### src/rtl/alu_share_arbiter.sv
// Shares one ALU_32bit between two valid/ready requesters. One operation is in
// flight at a time; results come back on a tagged, registered response channel.

module ALU_32bit (
  input  logic [31:0] i_a,
  input  logic [31:0] i_b,
  input  logic [2:0]  i_alu_sel,
  output logic [31:0] o_alu_out,
  output logic        o_zero,
  output logic        o_neg,
  output logic        o_carry,
  output logic        o_ovf
);
  logic [32:0] w_sum;

  always_comb begin
    w_sum     = 33'd0;
    o_alu_out = 32'd0;
    o_carry   = 1'b0;
    o_ovf     = 1'b0;
    case (i_alu_sel)
      3'b000: o_alu_out = ~i_a;
      3'b001: o_alu_out = i_a | i_b;
      3'b010: o_alu_out = i_a & i_b;
      3'b011: begin
        o_alu_out = -i_a;
        o_ovf     = (i_a == 32'h8000_0000);
      end
      3'b100: begin
        w_sum     = {1'b0, i_a} + {1'b0, i_b};
        o_alu_out = w_sum[31:0];
        o_carry   = w_sum[32];
        o_ovf     = (i_a[31] == i_b[31]) && (w_sum[31] != i_a[31]);
      end
      3'b101: begin
        // carry set means no borrow (a >= b unsigned)
        w_sum     = {1'b0, i_a} + {1'b0, ~i_b} + 33'd1;
        o_alu_out = w_sum[31:0];
        o_carry   = w_sum[32];
        o_ovf     = (i_a[31] != i_b[31]) && (w_sum[31] != i_a[31]);
      end
      3'b110:  o_alu_out = i_a * i_b;
      default: o_alu_out = i_a ^ i_b;
    endcase
    o_zero = (o_alu_out == 32'd0);
    o_neg  = o_alu_out[31];
  end
endmodule

module alu_share_arbiter #(
  parameter int RR_EN = 1,
  parameter int CNT_W = 16
) (
  input  logic             i_clk,
  input  logic             i_rst_n,
  input  logic             i_r0_valid,
  input  logic             i_r1_valid,
  output logic             o_r0_ready,
  output logic             o_r1_ready,
  input  logic [31:0]      i_r0_a,
  input  logic [31:0]      i_r0_b,
  input  logic [31:0]      i_r1_a,
  input  logic [31:0]      i_r1_b,
  input  logic [2:0]       i_r0_op,
  input  logic [2:0]       i_r1_op,
  output logic             o_rsp_valid,
  input  logic             i_rsp_ready,
  output logic             o_rsp_id,
  output logic [31:0]      o_rsp_result,
  output logic             o_rsp_zero,
  output logic             o_rsp_neg,
  output logic             o_rsp_carry,
  output logic             o_rsp_ovf,
  output logic [CNT_W-1:0] o_r0_done_cnt,
  output logic [CNT_W-1:0] o_r1_done_cnt
);
  typedef enum logic [1:0] {S_IDLE, S_EXEC, S_RESP} state_t;

  state_t            r_state;
  logic              r_armed;
  logic              r_last;
  logic              r_id;
  logic [31:0]       r_a, r_b;
  logic [2:0]        r_op;
  logic              r_rsp_valid, r_rsp_id;
  logic [31:0]       r_rsp_result;
  logic              r_rsp_zero, r_rsp_neg, r_rsp_carry, r_rsp_ovf;
  logic [CNT_W-1:0]  r_cnt0, r_cnt1;

  logic              w_gnt1, w_accept;
  logic [31:0]       w_alu_out;
  logic              w_zero, w_neg, w_carry, w_ovf;

  always_comb begin
    w_gnt1 = i_r1_valid;
    if (i_r0_valid && i_r1_valid) w_gnt1 = (RR_EN != 0) ? ~r_last : 1'b0;
  end

  // r_armed keeps both readies low until the first edge after reset release
  assign w_accept   = (r_state == S_IDLE) && r_armed && (i_r0_valid || i_r1_valid);
  assign o_r0_ready = w_accept && !w_gnt1;
  assign o_r1_ready = w_accept && w_gnt1;

  ALU_32bit u_alu (
    .i_a       (r_a),
    .i_b       (r_b),
    .i_alu_sel (r_op),
    .o_alu_out (w_alu_out),
    .o_zero    (w_zero),
    .o_neg     (w_neg),
    .o_carry   (w_carry),
    .o_ovf     (w_ovf)
  );

  always_ff @(posedge i_clk or negedge i_rst_n) begin
    if (!i_rst_n) begin
      r_state      <= S_IDLE;
      r_armed      <= 1'b0;
      r_last       <= 1'b1;
      r_id         <= 1'b0;
      r_a          <= 32'd0;
      r_b          <= 32'd0;
      r_op         <= 3'd0;
      r_rsp_valid  <= 1'b0;
      r_rsp_id     <= 1'b0;
      r_rsp_result <= 32'd0;
      r_rsp_zero   <= 1'b0;
      r_rsp_neg    <= 1'b0;
      r_rsp_carry  <= 1'b0;
      r_rsp_ovf    <= 1'b0;
      r_cnt0       <= '0;
      r_cnt1       <= '0;
    end else begin
      r_armed <= 1'b1;
      case (r_state)
        S_IDLE: if (w_accept) begin
          r_a     <= w_gnt1 ? i_r1_a : i_r0_a;
          r_b     <= w_gnt1 ? i_r1_b : i_r0_b;
          r_op    <= w_gnt1 ? i_r1_op : i_r0_op;
          r_id    <= w_gnt1;
          r_last  <= w_gnt1;
          r_state <= S_EXEC;
        end
        S_EXEC: begin
          r_rsp_result <= w_alu_out;
          r_rsp_zero   <= w_zero;
          r_rsp_neg    <= w_neg;
          r_rsp_carry  <= w_carry;
          r_rsp_ovf    <= w_ovf;
          r_rsp_id     <= r_id;
          r_rsp_valid  <= 1'b1;
          r_state      <= S_RESP;
        end
        S_RESP: if (i_rsp_ready) begin
          r_rsp_valid <= 1'b0;
          if (r_rsp_id) r_cnt1 <= r_cnt1 + CNT_W'(1);
          else          r_cnt0 <= r_cnt0 + CNT_W'(1);
          r_state <= S_IDLE;
        end
        default: r_state <= S_IDLE;
      endcase
    end
  end

  assign o_rsp_valid   = r_rsp_valid;
  assign o_rsp_id      = r_rsp_id;
  assign o_rsp_result  = r_rsp_result;
  assign o_rsp_zero    = r_rsp_zero;
  assign o_rsp_neg     = r_rsp_neg;
  assign o_rsp_carry   = r_rsp_carry;
  assign o_rsp_ovf     = r_rsp_ovf;
  assign o_r0_done_cnt = r_cnt0;
  assign o_r1_done_cnt = r_cnt1;
endmodule

### config.mk
export PLATFORM = sky130hd
export DESIGN_NAME = alu_share_arbiter
export DESIGN_NICKNAME = d
export VERILOG_FILES = /design/src/rtl/alu_share_arbiter.sv
export SDC_FILE = /design/constraint.sdc
export NUM_CORES = 2
export LEC_CHECK = 0
export CORE_ASPECT_RATIO = 0.9
export CORE_MARGIN = 2
export CORE_UTILIZATION = 60
export DETAILED_ROUTE_END_ITERATION = 6
export HOLD_SLACK_MARGIN = 0.1
export PLACE_DENSITY = 0.87
export SLEW_MARGIN = 25
export SYNTH_ARGS = -nofsm -noshare
export SYNTH_HDL_FRONTEND = slang
export SYNTH_SLANG_ARGS = --single-unit
### constraint.sdc
create_clock -name i_clk -period 11.65 [get_ports i_clk]
set_clock_uncertainty 0.15 [all_clocks]
set_input_delay 2.33 -clock i_clk [delete_from_list [all_inputs] [get_ports i_clk]]
set_output_delay 2.33 -clock i_clk [all_outputs]
set_load 0.1 [all_outputs]
# Word-level counts from Yosys, hierarchy flattened
# Cells that the tools add are included.
[classes] n_eq_ne=15 n_bitwise=7 n_reduce_logical=18 n_addsub=6 multipliers=1 muxes=12
[op_table] operator="$pmux W32 S7" n=1
[op_table] operator="$add A32 B32 Y33" n=2
[op_table] operator="$mux W32" n=2
[op_table] operator="$not A32 Y32" n=2
[op_table] operator="$add A33 B1 Y33 const B" n=1
[op_table] operator="$add A16 B1 Y16 const B" n=2
[op_table] operator="$and A32 B32 Y32" n=1
[op_table] operator="$eq A32 B32 Y1 const B" n=1
[op_table] operator="$logic_not A32 Y1" n=1
[op_table] operator="$mul A32 B32 Y32" n=1
[op_table] operator="$neg A32 Y32" n=1
[op_table] operator="$or A32 B32 Y32" n=1
[op_table] operator="$xor A32 B32 Y32" n=1
[op_table] operator="$eq A3 B3 Y1 const B" n=3
[op_table] operator="$logic_and A1 B1 Y1" n=7
[op_table] operator="$eq A3 B2 Y1 const B" n=2
[op_table] operator="$pmux W2 S3" n=1
[op_table] operator="$reduce_and A2 Y1" n=3
[op_table] operator="$reduce_and A3 Y1" n=2
[op_table] operator="$mux W2" n=2
[op_table] operator="$ne A2 B2 Y1 const B" n=2
[op_table] operator="$pmux W1 S2" n=2
[op_table] operator="$eq A3 B1 Y1 const B" n=1
[op_table] operator="$logic_not A3 Y1" n=1
[op_table] operator="12 further kinds" n=16
[word_totals] elab_cells=75 ff_bits=142 input_bits=139

# Depth between registers and ports, before layout
[logic_depth] depth_word=6 ltp_mapped=32 depth_no_buf=29

# Cells and area by module
# A second synthesis with hierarchy kept.
[unflattened] cells_unflattened=3269 hier_area_um2=27561.4
[modules_own_cells] module="ALU_32bit" cells_per_inst=2819 area_per_inst_um2=21832.2 instances=1
[modules_own_cells] module="alu_share_arbiter" cells_per_inst=450 area_per_inst_um2=5729.2 instances=1

# Worst setup path after synthesis
# OpenSTA, ideal clock, no wires.
[synth_timing] path_kind="register -> register" startpoint="register r_a[10]" endpoint="register r_rsp_zero (netlist: o_rsp_zero)" stages_incl_launch_ff=30 slack_ns=3.374 synth_period_minus_slack_ns=8.276 t_required_ns=11.396 arrival_ns=8.022 cell_sequence="dfrtp_1 > clkbuf_1 > clkinv_1 > clkbuf_1 > nor2_1 > fa_1 > fa_1 > fa_1 > inv_1 > fa_1 > inv_1 > fa_1 > inv_1 > fa_1 > inv_1 > fa_1 > fa_1 > ha_1 > clkbuf_1 > and3_1 > nor2b_1 > nor2b_1 > nand3_1 > a211oi_1 > o221ai_1 > xnor2_1 > a21oi_1 > o311ai_0 > mux2_2 > o41ai_2"
[synth_via] elab_chain_len=4 elab_cells_between_ends=11 classes_between="4 x add/sub; 1 x mul; 1 x mux; 4 x bitwise; 1 x reduce/logical"
[synth_rtl] item="from (decl)" line_no="83" text="logic [31:0] r_a, r_b;"
[synth_rtl] item="from (signal assigned)" line_no="137" text="r_a <= w_gnt1 ? i_r1_a : i_r0_a;"
[synth_rtl] item="branches (longest 2 deep; another with $mul A32 B32 Y32)"
[synth_rtl] item="$pmux W32 S7 (*)" line_no="21" text="case (i_alu_sel)"
[synth_rtl] item="$logic_not A32 Y1 (*)" line_no="45" text="o_zero = (o_alu_out == 32'd0);"
[synth_rtl] item="to (signal assigned)" line_no="146" text="r_rsp_zero <= w_zero;"
[synth_rtl] item="to (decl)" line_no="87" text="logic r_rsp_zero, r_rsp_neg, r_rsp_carry, r_rsp_ovf;"
# Every way passes the cells marked *.
# A chain may end at the register's enable or synchronous reset.

# Worst setup path after layout
# Ends and elaborated chain as after synthesis.

==> results.txt <==
IO Port Bufs - 210
Die width - 232 um
Synth area leader - fa_1
Share of cells above drive strength 1 - 4.20%
Synth unique cells - 91
Hold Crit Depth - 2
Mean Syn Cell Area - 8.28 sq um
Synthesized area - 28200 sq um
Max Clk Rate - 100 MHz
Initial Utilization - 60.6%
Reg2Reg Setup Slack - 1680 ps
Num CTS Buffers - 17
Crit end category - register
Syn Nets - 4176
Slew @ Worst Pin - 1100 ps
Max Cap Viol - 0
Final setup TNS - 0 ps
WS Path Type - reg2reg
Number of synthesis warnings - 0
GRT overflow - 0
Routed WL - 104000 um
Register area share after synthesis - 12.5%
Failing checks - DRC
Die height - 210 um
Depth of the worst register-to-register path - 24
Wire length of the first global-routing pass - 159000 um
WP data arrival - 10170 ps
RSZ-0062 raised after global routing - false
Number of global-route vias before repair - 27400
Worst-Skew Late Latency - 460 ps
Register bit total from synthesis - 141
Post-cts hold buffer count - 0
Worst Hold Class - reg2reg
Largest net degree at the start of global routing - 104
Critical path, cell by cell - clkinv_1 > nor2_1 > fa_1 > fa_1 > fa_1 > inv_1 > fa_1 > inv_1 > fa_1 > ha_1 > fa_1 > fa_1 > ha_1 > and3_1 > a221o_1 > a221o_1 > a21oi_1 > o221ai_1 > mux2i_1 > a2111oi_0 > o221ai_1 > o21ai_0 > o311ai_0 > o41ai_2
Hold Path End - o_rsp_carry
Htree depth - 4
Worst reg2reg endpoint - o_rsp_zero
FP Rows - 75
Ys async rst share - 100%
Finished Cell Area - 31400 sq um
Filler cell count - 3739
Critical path fanouts, max - 18
Area Overhead vs Synth - 11.3%
Hold_ws - 330 ps
Vias - 26900
Yosys top cell area share - 29.1%
Worst slew margin - 26.0%
Resized cells post-CTS - 0
Antenna violations before repair - 4
CTS tree - yes
Initial DRC Count - 3235
Die area - 48700 sq um
Period utilisation layout - 85.6%
Root buf cell - clkbuf_16
Final setup fails - 0
Detail Route Antenna Nets - 0
Final Hold Vio Count - 0
Most used cell, CP - fa_1
Layout Nets - 4262
Critical path's slowest cell - clkinv_1
Worst R2R Start - r_a[10]
Slowest cell delay on critical path - 900 ps
Dpl cell area - 30700 sq um
GRT Total Usage - 43.6%
Reg clk slew, reported paths - 70 ps
Clock Path Buffers - 2
Max-slew violation count - 0
Routability Congestion - 1.07
# IOs - 211
Main synth FF type - dfrtp_1
Synth top area cells - fa_1, dfrtp_1, ha_1, inv_1, nand2_1
Clk sink count - 141
Status - finished with violations
WP data required - 11850 ps
Minimum clock period - 9970 ps
DRT Pass-1 Iters - 7
HPWL Detailed - 79300 um
Vias/cell - 6.51
Core ar. - 46500 sq um
WL/cell - 25.3 um
Worst Setup Start Kind - register
Hold_sp - o_rsp_carry
Drt drc - 4
Setup bufs post-CTS - 0
Synthesized netlist cell count - 3405
Number of flops mapped to enable cells by yosys - 0
cells by family (layout without fill, tap and decap cells):
logic type      count (synthesis)  in the layout  share of synthesized area [%]
other cells                     1              5                         0.0133
compound gates                591            591                           13.9
buf+inv                       691            790                           9.25
xor+xnor                      130            130                           4.09
mux                           114            114                           4.21
flops                         141            141                           12.5
fa+ha+maj                     632            632                           39.0
simple gates                 1105           1105                           17.1
area by class of cell:
type                    instances  area, sq um  share of cell area [%]
diodes                          4         10.0                  0.0319
inverters                     491         1840                    5.87
repair buffers                267         2530                    8.08
well taps                     616          771                    2.46
flip-flops and latches        141         3530                    11.3
clock buffers                  17          425                    1.36
clock inverters                15          189                   0.602
multi-input cells            2573        22100                    70.3
state kept, by name, indices dropped and copies added, names as in the netlist:
| name | flops |
|---|---|
| o_rsp_result | 32 |
| r_a | 32 |
| r_b | 32 |
| o_r0_done_cnt | 16 |
| o_r1_done_cnt | 16 |
| r_op | 3 |
| r_state | 2 |
| o_rsp_carry | 1 |
| o_rsp_id | 1 |
| o_rsp_ovf | 1 |
| o_rsp_valid | 1 |
| o_rsp_zero | 1 |
| r_armed | 1 |
| r_id | 1 |
| r_last | 1 |
cell usage in the layout (no fill, tap or decap), types with 17 or more instances in the layout:
cell type	instances
a211oi_1	18
a21o_1	26
a21oi_1	113
a31oi_1	22
buf_4	55
clkbuf_16	17
clkdlybuf4s50_1	208
dfrtp_1	139
fa_1	410
ha_1	222
inv_1	472
mux2i_1	96
nand2_1	425
nand3_1	45
nand4_1	21
nor2_1	410
nor2b_1	20
nor3_1	44
nor4_1	28
o211ai_1	28
o21a_1	20
o21ai_0	173
o31ai_1	18
xnor2_1	105
xor2_1	24
worst max-delay path: cells and delay by family (launching register included):
family	cells	cell delay [ps]
buffers and inverters	3	1000
AO/OA/AOI/OAI	9	2970
AND/OR/NAND/NOR	2	590
adder cells (fa/ha/maj)	9	4120
multiplexers	1	190
flip-flops	1	810
per-stage QoR:
step	util, %	setup slack [ps]	cells
after floorplan	-	3370	3405
after global placement	66.1	2370	4088
after detailed placement	66.0	2060	4088
after CTS	67.4	1930	4120
after global routing	67.4	1510	4120
final	67.4	1680	4124
worst max-delay path by stage:
stage,start,end,slack (ps)
final,r_a[10],o_rsp_zero,1680
after global routing,r_a[10],o_rsp_zero,1510
after CTS,r_a[10],o_rsp_zero,1930
after detailed placement,r_a[10],o_rsp_zero,2060
after global placement,r_a[10],o_rsp_zero,2370
after floorplan,r_a[10],o_rsp_zero,3370
synthesized netlist by cell type (9+ instances only):
library cell / count
o21bai_1: 10
a211oi_1: 18
clkinv_1: 14
nor4_1: 28
ha_1: 222
a21o_1: 26
nand3b_1: 9
fa_1: 410
and2_1: 10
buf_1: 29
a2111oi_0: 10
a31oi_1: 22
nand4_1: 21
o221ai_1: 14
o22ai_1: 14
nand3_1: 45
dfrtp_1: 140
clkbuf_1: 162
xor2_1: 24
inv_1: 473
o21a_1: 20
mux2i_1: 96
o31ai_1: 18
or4_1: 11
o2111ai_1: 9
or3_1: 15
o211ai_1: 28
nor2b_1: 20
a21oi_1: 113
nor3_1: 44
mux2_2: 16
nand2b_1: 13
nor3b_1: 9
a221oi_1: 12
o21ai_0: 173
or2_2: 12
xnor2_1: 105
nor2_1: 410
and3_1: 16
nand2_1: 425
layer usage:
metal	global-route usage [%]	up-vias	part of all wire, %
li1	-	11300	-
met1	53.6	13000	35
met2	66.3	2051	44
met3	13.6	562	13
met4	28.3	2	7.8
met5	0.202	-	0.012
Power is left out: the tool's default activity adds up to more than one toggle a clock period on the data nets, which glitch-free logic cannot reach.
